$ cat config.mk
export PLATFORM = sky130hd
export DESIGN_NAME = dmem_arbiter_flat
export DESIGN_NICKNAME = d
export VERILOG_FILES = /design/src/rtl/dmem_arb_pkg.sv /design/src/rtl/dmem_arbiter_if.sv /design/src/rtl/dmem_rsp_slot.sv /design/src/rtl/dmem_arbiter.sv /design/src/flat_wrapper.sv
export SDC_FILE = /design/constraint.sdc
export NUM_CORES = 1
export LEC_CHECK = 0
export ABC_AREA = 0
export CAP_MARGIN = 40
export CORE_MARGIN = 1
export CORE_UTILIZATION = 32
export CTS_CLUSTER_SIZE = 40
export DETAILED_ROUTE_END_ITERATION = 6
export PLACE_DENSITY = 0.85
export SLEW_MARGIN = 15
export SYNTH_ARGS = -nofsm -noshare
export SYNTH_HDL_FRONTEND = slang
export SYNTH_HIERARCHICAL = 1
export SYNTH_SLANG_ARGS = --single-unit
$ cat constraint.sdc
create_clock -name clk -period 1.7 [get_ports clk]
set_input_delay 0.17 -clock clk [delete_from_list [all_inputs] [get_ports clk]]
set_output_delay 0.17 -clock clk [all_outputs]
set_load 0.05 [all_outputs]
$ cat src/rtl/dmem_arb_pkg.sv
// Shared definitions for the two-port data-memory arbiter.
//   - Port index constants: PORT_CPU is the load/store unit, PORT_DMA is the DMA/program loader.
//   - Default request/response field widths and memory depth.
//   - Response-slot state encoding used by dmem_rsp_slot.
package dmem_arb_pkg;

  localparam int NUM_PORTS     = 2;
  localparam int PORT_CPU      = 0;
  localparam int PORT_DMA      = 1;

  localparam int REQ_ADDR_W    = 32;
  localparam int REQ_DATA_W    = 32;
  localparam int DEF_MEM_WORDS = 256;

  // A response slot is either empty, or holding one response that the requester has not consumed yet
  typedef enum logic {
    SLOT_EMPTY = 1'b0,
    SLOT_FULL  = 1'b1
  } slot_state_e;

endpackage

$ cat src/rtl/dmem_arbiter_if.sv
// Request/response bundle for both arbiter ports.
// Each per-port field is indexed by port (0 = CPU, 1 = DMA).
//   req_valid/req_ready  request handshake (ready is the grant)
//   req_we/addr/wdata    request payload (byte address)
//   rsp_valid/rsp_ready  response handshake
//   rsp_rdata/rsp_err    response payload
// Modports: master = requester side, slave = arbiter side.
interface dmem_arbiter_if
  import dmem_arb_pkg::*;
#(
  parameter int ADDR_W = REQ_ADDR_W,
  parameter int DATA_W = REQ_DATA_W
);

  logic [NUM_PORTS-1:0] req_valid;
  logic [NUM_PORTS-1:0] req_ready;
  logic [NUM_PORTS-1:0] req_we;
  logic [ADDR_W-1:0]    req_addr  [NUM_PORTS];
  logic [DATA_W-1:0]    req_wdata [NUM_PORTS];

  logic [NUM_PORTS-1:0] rsp_valid;
  logic [NUM_PORTS-1:0] rsp_ready;
  logic [DATA_W-1:0]    rsp_rdata [NUM_PORTS];
  logic [NUM_PORTS-1:0] rsp_err;

  modport master (
    output req_valid, req_we, req_addr, req_wdata, rsp_ready,
    input  req_ready, rsp_valid, rsp_rdata, rsp_err
  );

  modport slave (
    input  req_valid, req_we, req_addr, req_wdata, rsp_ready,
    output req_ready, rsp_valid, rsp_rdata, rsp_err
  );

endinterface

$ cat src/rtl/dmem_rsp_slot.sv
// Single-entry response register for one arbiter port.
// Ports:
//   clk, rst    clock and synchronous active-high reset
//   load        a grant for this port happened this cycle; capture load_err/load_data
//   load_err    the granted access was rejected
//   load_data   read data for a legal load, zero otherwise
//   rsp_ready   requester consumes the held response
//   rsp_valid   response held
//   rsp_rdata   held read data
//   rsp_err     held error flag
module dmem_rsp_slot
  import dmem_arb_pkg::*;
#(
  parameter int DATA_W = REQ_DATA_W
) (
  input  logic              clk,
  input  logic              rst,
  input  logic              load,
  input  logic              load_err,
  input  logic [DATA_W-1:0] load_data,
  input  logic              rsp_ready,
  output logic              rsp_valid,
  output logic [DATA_W-1:0] rsp_rdata,
  output logic              rsp_err
);

  slot_state_e       state_q, state_d;
  logic [DATA_W-1:0] rdata_q, rdata_d;
  logic              err_q, err_d;

  // State register; reset drops any held response
  always_ff @(posedge clk) begin
    if (rst) begin
      state_q <= SLOT_EMPTY;
      rdata_q <= '0;
      err_q   <= 1'b0;
    end else begin
      state_q <= state_d;
      rdata_q <= rdata_d;
      err_q   <= err_d;
    end
  end

  // Next state: a grant always (re)loads the slot, which gives back-to-back throughput when the
  // old response is consumed in the same cycle. The arbiter never grants a full slot that is not
  // being drained, so a load while FULL always replaces a consumed response.
  always_comb begin
    state_d = state_q;
    rdata_d = rdata_q;
    err_d   = err_q;
    case (state_q)
      SLOT_EMPTY: begin
        if (load) begin
          state_d = SLOT_FULL;
          rdata_d = load_data;
          err_d   = load_err;
        end
      end
      SLOT_FULL: begin
        if (load) begin
          state_d = SLOT_FULL;
          rdata_d = load_data;
          err_d   = load_err;
        end else if (rsp_ready) begin
          state_d = SLOT_EMPTY;
          rdata_d = '0;
          err_d   = 1'b0;
        end
      end
      default: begin
        state_d = SLOT_EMPTY;
      end
    endcase
  end

  // Outputs come straight from the registers so the response is stable while held
  always_comb begin
    rsp_valid = (state_q == SLOT_FULL);
    rsp_rdata = rdata_q;
    rsp_err   = err_q;
  end

endmodule

$ cat src/rtl/dmem_arbiter.sv
// Round-robin arbiter sharing a single-port data memory between the CPU load/store unit (port 0)
// and the DMA/program loader (port 1). One access per cycle, registered responses.
// Ports:
//   clk, rst    clock and synchronous active-high reset
//   bus         per-port request/response bundle (slave side)
//   mem_write   memory write enable
//   mem_addr    memory byte address
//   mem_wdata   memory write data
//   mem_rdata   memory combinational read data
module dmem_arbiter
  import dmem_arb_pkg::*;
#(
  parameter int ADDR_W    = REQ_ADDR_W,
  parameter int DATA_W    = REQ_DATA_W,
  parameter int MEM_WORDS = DEF_MEM_WORDS
) (
  input  logic              clk,
  input  logic              rst,
  dmem_arbiter_if.slave     bus,
  output logic              mem_write,
  output logic [ADDR_W-1:0] mem_addr,
  output logic [DATA_W-1:0] mem_wdata,
  input  logic [DATA_W-1:0] mem_rdata
);

  // First byte address past the end of memory
  localparam logic [ADDR_W-1:0] ADDR_LIMIT = ADDR_W'(4 * MEM_WORDS);

  logic                 rr_ptr_q, rr_ptr_d;
  logic [NUM_PORTS-1:0] eligible;
  logic [NUM_PORTS-1:0] grant;
  logic                 grant_any;
  logic                 gidx;
  logic                 sel_we;
  logic [ADDR_W-1:0]    sel_addr;
  logic [DATA_W-1:0]    sel_wdata;
  logic                 legal;
  logic                 load_err;
  logic [DATA_W-1:0]    load_data;

  logic [NUM_PORTS-1:0] slot_valid;
  logic [NUM_PORTS-1:0] slot_err;
  logic [DATA_W-1:0]    slot_rdata [NUM_PORTS];

  // Round-robin pointer: names the port that wins the next contended cycle
  always_ff @(posedge clk) begin
    if (rst) begin
      rr_ptr_q <= 1'b0;
    end else begin
      rr_ptr_q <= rr_ptr_d;
    end
  end

  // Grant selection. A port may only be granted if its response slot is free or being drained
  // this cycle, so a stalled requester cannot block the other port. Nothing is granted in reset.
  always_comb begin
    for (int i = 0; i < NUM_PORTS; i++) begin
      eligible[i] = bus.req_valid[i] & (~slot_valid[i] | bus.rsp_ready[i]);
    end
    grant = '0;
    if (!rst) begin
      if (&eligible) begin
        grant[PORT_CPU] = ~rr_ptr_q;
        grant[PORT_DMA] = rr_ptr_q;
      end else begin
        grant = eligible;
      end
    end
    grant_any     = |grant;
    gidx          = grant[PORT_DMA];
    rr_ptr_d      = grant_any ? ~gidx : rr_ptr_q;
    bus.req_ready = grant;
  end

  // Memory drive from the granted request. Misaligned or out-of-range accesses never write and
  // return zero data with the error flag set.
  always_comb begin
    sel_we    = 1'b0;
    sel_addr  = '0;
    sel_wdata = '0;
    if (grant_any) begin
      sel_we    = bus.req_we[gidx];
      sel_addr  = bus.req_addr[gidx];
      sel_wdata = bus.req_wdata[gidx];
    end
    legal     = (sel_addr[1:0] == 2'b00) && (sel_addr < ADDR_LIMIT);
    mem_write = grant_any & sel_we & legal;
    mem_addr  = sel_addr;
    mem_wdata = sel_wdata;
    load_err  = ~legal;
    load_data = (grant_any & legal & ~sel_we) ? mem_rdata : '0;
  end

  // One response slot per port; only the granted port's slot loads
  for (genvar i = 0; i < NUM_PORTS; i++) begin : g_slot
    dmem_rsp_slot #(
      .DATA_W (DATA_W)
    ) u_slot (
      .clk       (clk),
      .rst       (rst),
      .load      (grant[i]),
      .load_err  (load_err),
      .load_data (load_data),
      .rsp_ready (bus.rsp_ready[i]),
      .rsp_valid (slot_valid[i]),
      .rsp_rdata (slot_rdata[i]),
      .rsp_err   (slot_err[i])
    );
  end

  // Expose the slot contents on the response side of the bundle
  always_comb begin
    bus.rsp_valid = slot_valid;
    bus.rsp_err   = slot_err;
    for (int i = 0; i < NUM_PORTS; i++) begin
      bus.rsp_rdata[i] = slot_rdata[i];
    end
  end

endmodule

$ cat src/flat_wrapper.sv
// flat-port wrapper written by rule: the top's interface ports become plain ports
module dmem_arbiter_flat import dmem_arb_pkg::*;
#(
  parameter int ADDR_W    = REQ_ADDR_W,
  parameter int DATA_W    = REQ_DATA_W,
  parameter int MEM_WORDS = DEF_MEM_WORDS
)
  (clk, rst, mem_write, mem_addr, mem_wdata, mem_rdata, bus_req_valid, bus_req_we, bus_req_addr, bus_req_wdata, bus_rsp_ready, bus_req_ready, bus_rsp_valid, bus_rsp_rdata, bus_rsp_err);
  dmem_arbiter_if #(.ADDR_W(ADDR_W), .DATA_W(DATA_W)) bus_i ();
  input  logic clk;
  input  logic rst;
  output logic mem_write;
  output logic [ADDR_W-1:0] mem_addr;
  output logic [DATA_W-1:0] mem_wdata;
  input  logic [DATA_W-1:0] mem_rdata;
  input wire logic [$bits(bus_i.req_valid)-1:0] bus_req_valid;
  input wire logic [$bits(bus_i.req_we)-1:0] bus_req_we;
  input wire logic [$bits(bus_i.req_addr)-1:0] bus_req_addr;
  input wire logic [$bits(bus_i.req_wdata)-1:0] bus_req_wdata;
  input wire logic [$bits(bus_i.rsp_ready)-1:0] bus_rsp_ready;
  output wire logic [$bits(bus_i.req_ready)-1:0] bus_req_ready;
  output wire logic [$bits(bus_i.rsp_valid)-1:0] bus_rsp_valid;
  output wire logic [$bits(bus_i.rsp_rdata)-1:0] bus_rsp_rdata;
  output wire logic [$bits(bus_i.rsp_err)-1:0] bus_rsp_err;
  assign bus_i.req_valid = bus_req_valid;
  assign bus_i.req_we = bus_req_we;
  assign bus_i.req_addr = {>>{bus_req_addr}};
  assign bus_i.req_wdata = {>>{bus_req_wdata}};
  assign bus_i.rsp_ready = bus_rsp_ready;
  assign bus_req_ready = bus_i.req_ready;
  assign bus_rsp_valid = bus_i.rsp_valid;
  assign bus_rsp_rdata = {>>{bus_i.rsp_rdata}};
  assign bus_rsp_err = bus_i.rsp_err;
  dmem_arbiter #(.ADDR_W(ADDR_W), .DATA_W(DATA_W), .MEM_WORDS(MEM_WORDS)) u_core (.clk(clk), .rst(rst), .bus(bus_i), .mem_write(mem_write), .mem_addr(mem_addr), .mem_wdata(mem_wdata), .mem_rdata(mem_rdata));
endmodule
==> results.md <==
- The flow ran to the end, but the final reports show violations.
- The final reports fail on negative setup slack.
- The library cell used as clock root buffer is sky130_fd_sc_hd__clkbuf_16.
- The initial core utilization is 33.4%.
- The worst hold path depth is 4.
- In this run the number of H-tree levels came out at 3.
- The post-route netlist has 43.6% of its cells at a drive strength greater than 1.
- The number of max-slew violations in the final report is 0.
- The placeable core area is about 13,000 µm².
- The synthesized design contains around 70 register bits.
- The total half-perimeter wirelength after legalization and detailed placement is roughly 16 mm.
- Between clock sinks in the finished design, the worst skew comes to 0.0118 ns.
- Final hold analysis gives a worst-case slack of between 0.3 and 0.4 ns.
- The width of the chip is roughly 120 µm.
- Setup repair after global routing could not meet its margin everywhere.
- The warning count from the yosys run is 6.
- For this run, the total global-route usage over all layers was measured as 29.3%.
- Once detail routing completed, the nets flagged for antenna violations numbered 0.
- The number of buffers created by CTS is 9.
- After clock tree synthesis, the clock-pin slew on the worst setup and hold paths is approximately 0.070 ns.
- The unique cell type count in the Yosys netlist is 32.
- The number of nets in the synthesized netlist is ~700.
- Entering global routing, the biggest net connects 40 pins.
- Total power for the finished layout comes to around 6.4 mW.
- The synthesized area is about 4300 µm².
- The reg-to-reg critical path startpoint is u_core/g_slot[0].u_slot/rsp_valid.
- The routed via count divided by cell count is 5.34.
- The kind of critical path is flip-flop to output pin.
- Counting cells, the worst reg-to-reg path comes to 13.
- After detailed routing, the average wire length per cell comes to approximately 22 µm.
- For this design the static power due to leakage is around 4 nW.
- The largest driver fanout on the critical path is 8.
- The worst setup path is captured at an output pin.
- The congestion estimate from routability-driven global placement came to approximately 0.87.
- The signal arrival time at the worst endpoint is approximately 2.1 ns.
- The CTS tree is done.
- The number of hold-slack violations in the final timing report is 0.
- The slack of the worst reg-to-reg path is -0.52 ns.
- The type of the most critical hold path is input port to flip-flop.
- Max-cap violations in this run came to 0.
- The final-stage net count is roughly 1,100.
- The mean instance size in the synthesized netlist is 8.14 µm².
- The floorplan step defined a die boundary enclosing between 10,000 and 15,000 µm².
- The post-route clock period utilization is 134%.
- Detailed routing inserted a total of between 5,000 and 6,000 vias.
- Once routing completed, OpenROAD measured the worst setup slack at -0.583 ns.
- The floorplan has 41 rows.
- At the pin with the least slew margin, the transition time is about 0.66 ns.
- The maximum vdd drop is around 0.51 mV.
- The first global-routing pass estimated ~32 mm of wire.
- For this run, design rule violations remaining after detail routing come to 0.
- Power spread over the standard cell area amounts to between 600 and 700 nW/µm².
- The headroom to the max-slew limit is 55.7%.
- The clock latency reported for the late side of the worst-skew pair is 0.33 ns.
- The number of detailed-routing iterations run before antenna repair is 5.
- The capture point of the worst reg-to-reg path is u_core/g_slot[0].u_slot/rsp_rdata[28].
- The via count of the first global-routing pass is 5,721.
- The initial antenna violation count was 2.
- During I/O placement, the number of pins put on the boundary was slightly above 300.
- The number of port buffers is between 300 and 400.
- The clock net in this run drives a total of 69 sinks.
- The required time at the worst-slack endpoint is 1.53 ns.
- For hold timing, the worst endpoint is u_core/rr_ptr_q.
- For the finished layout, the period the worst path requires is between 2 and 2.5 ns.
- In this run, the number of DRC markers left after iteration 0 of detailed routing was about 460.
- Based on the critical path, the design can be clocked at up to between 400 and 500 MHz.
- The leftover overflow at the end of global routing is 0.
- The number of cells produced by synthesis is 528.
- The routed design has approximately 23 mm of wire.
- The startpoint identified for the worst hold timing path is rst.
- The die outline height is about 120 µm.
- The setup-violating endpoint count in the final report is around 130.
- The share of the Yosys chip area taken by registers is 32.1%.
- The buffer depth of the longest clock path is 2.
- The kind of start point of the critical path is a flip-flop.
- Relative to the synthesized area, the layout overhead comes to 139%.
## stage by stage
stage | std cells | TNS [ns] | setup WS, ns | util [%] | area (µm²)
3_5_place_dp | 1032 | -80.72 | -0.798 | 71.4 | 9200
5_1_grt | 1083 | -67.78 | -0.633 | 79.9 | 10300
6_report | 1083 | -60.16 | -0.583 | 79.9 | 10300
2_1_floorplan | 528 | -23.62 | -0.228 | - | 4970
3_3_place_gp | 1032 | -77.48 | -0.786 | 71.4 | 9200
4_1_cts | 1058 | -53.04 | -0.561 | 75.5 | 9720
## power by group
part	internal, mW	leakage (nW)	switching [mW]
clock network	1.18	0.138	0.733
logic	1.45	3.31	1.36
registers	1.63	0.558	0.0106
## per-layer routing
layer  vias to the layer above  global-route usage (%)  share of wire, %  routed length, µm
li1                       2646                       -                 -                  -
met1                      2760                    31.3                37               8700
met2                       298                    54.1                51              12000
met3                        76                    6.25               6.8               1590
met4                         0                    14.4               5.0               1160
met5                         -                       0                 0                  0
## worst max-delay path by stage
stage | start | depth (start not counted) | end | slack, ns
6_report | u_core/g_slot[0].u_slot/rsp_valid | 10 | mem_addr[30] | -0.58
3_5_place_dp | bus_req_addr[47] | 9 | mem_write | -0.80
2_1_floorplan | u_core/g_slot[0].u_slot/rsp_valid | 8 | mem_addr[2] | -0.23
4_1_cts | u_core/g_slot[0].u_slot/rsp_valid | 9 | mem_addr[28] | -0.56
5_1_grt | u_core/g_slot[0].u_slot/rsp_valid | 10 | mem_addr[10] | -0.63
3_3_place_gp | bus_req_addr[47] | 9 | mem_write | -0.79
## synthesized netlist by cell type
cell / instances / area share [%]
sky130_fd_sc_hd__a21boi_2: 1 / 0.26
sky130_fd_sc_hd__a21oi_1: 46 / 5.4
sky130_fd_sc_hd__a21oi_2: 58 / 12
sky130_fd_sc_hd__a22o_1: 30 / 6.1
sky130_fd_sc_hd__and2_1: 1 / 0.15
sky130_fd_sc_hd__and3b_1: 1 / 0.20
sky130_fd_sc_hd__and4_1: 32 / 6.5
sky130_fd_sc_hd__buf_2: 25 / 2.9
sky130_fd_sc_hd__buf_4: 2 / 0.35
sky130_fd_sc_hd__buf_6: 5 / 1.3
sky130_fd_sc_hd__buf_8: 6 / 2.1
sky130_fd_sc_hd__clkbuf_1: 12 / 1.0
sky130_fd_sc_hd__clkbuf_2: 3 / 0.35
sky130_fd_sc_hd__dfxtp_1: 69 / 32
sky130_fd_sc_hd__inv_1: 4 / 0.35
sky130_fd_sc_hd__inv_4: 1 / 0.15
sky130_fd_sc_hd__mux2i_4: 1 / 0.52
sky130_fd_sc_hd__nand2_1: 136 / 12
sky130_fd_sc_hd__nand2_2: 2 / 0.29
sky130_fd_sc_hd__nand2_8: 1 / 0.47
sky130_fd_sc_hd__nand2b_1: 1 / 0.15
sky130_fd_sc_hd__nand3_1: 1 / 0.12
sky130_fd_sc_hd__nand3b_1: 66 / 12
sky130_fd_sc_hd__nand4_1: 2 / 0.29
sky130_fd_sc_hd__nor2_1: 4 / 0.35
sky130_fd_sc_hd__nor2b_4: 1 / 0.32
sky130_fd_sc_hd__nor4_1: 12 / 1.7
sky130_fd_sc_hd__o211a_1: 1 / 0.23
sky130_fd_sc_hd__o211ai_1: 1 / 0.17
sky130_fd_sc_hd__o21ai_0: 1 / 0.12
sky130_fd_sc_hd__o21ai_2: 1 / 0.20
sky130_fd_sc_hd__o311a_4: 1 / 0.49
## repair_timing
action / CTS / global route
buffers inserted: 8 / 16
endpoints found under the setup margin: 134 / 138
gates cloned: 3 / 8
resized for setup: 38 / 68
pin swaps: 27 / 17
endpoints found under the hold margin: 0 / 0
hold buffers: 0 / 0
## sequential cells by signal, indices dropped and copies added, names as in the netlist
register                        cells
u_core/g_slot.u_slot/rsp_rdata     64
u_core/g_slot.u_slot/rsp_valid      2
u_core/rr_ptr_q                     1
u_core/g_slot.u_slot/rsp_err        2
## kinds of logic after synthesis
group,Yosys count,synth area share (%)
AO/OA/AOI/OAI,140,24.8
buffers and inverters,58,8.56
flip-flops,69,32.1
multiplexers,1,0.524
AND/OR/NAND/NOR,260,34.0
## cell usage in the layout (no fill, tap or decap), types with 4 or more instances in the layout
cell type,instances
sky130_fd_sc_hd__nand3b_1,66
sky130_fd_sc_hd__buf_6,15
sky130_fd_sc_hd__nand2_2,5
sky130_fd_sc_hd__inv_1,4
sky130_fd_sc_hd__and4_4,17
sky130_fd_sc_hd__and4_1,15
sky130_fd_sc_hd__dlygate4sd2_1,17
sky130_fd_sc_hd__nor4_2,7
sky130_fd_sc_hd__a21oi_4,36
sky130_fd_sc_hd__clkbuf_16,14
sky130_fd_sc_hd__dfxtp_1,67
sky130_fd_sc_hd__buf_12,82
sky130_fd_sc_hd__nand2_1,128
sky130_fd_sc_hd__nand2_4,5
sky130_fd_sc_hd__buf_4,98
sky130_fd_sc_hd__a22o_4,29
sky130_fd_sc_hd__clkdlybuf4s50_1,185
sky130_fd_sc_hd__dlymetal6s2s_1,10
sky130_fd_sc_hd__a21oi_2,61
sky130_fd_sc_hd__a21oi_1,7
## critical path, stage by stage, from the launching register on
cell and delay, ns:
sky130_fd_sc_hd__dfxtp_4 0.34, sky130_fd_sc_hd__nor2b_4 0.13, sky130_fd_sc_hd__o311a_4 0.34, sky130_fd_sc_hd__nand2_8 0.09
sky130_fd_sc_hd__inv_8 0.05, sky130_fd_sc_hd__buf_12 0.12, sky130_fd_sc_hd__nor2_4 0.16, sky130_fd_sc_hd__buf_12 0.14
sky130_fd_sc_hd__buf_12 0.13, sky130_fd_sc_hd__a22o_4 0.14, sky130_fd_sc_hd__buf_12 0.13
## layout make-up
cell class | count | area, µm²
antenna | 2 | 5.00
clock buffer | 11 | 243
clock inverter | 5 | 61.3
fill | 760 | 2590
inverter | 5 | 26.3
multi-input combinational | 401 | 3410
sequential | 69 | 1390
tap | 172 | 215
timing repair buffer | 418 | 4930
No activity file was read; power rests on OpenSTA's default activity.
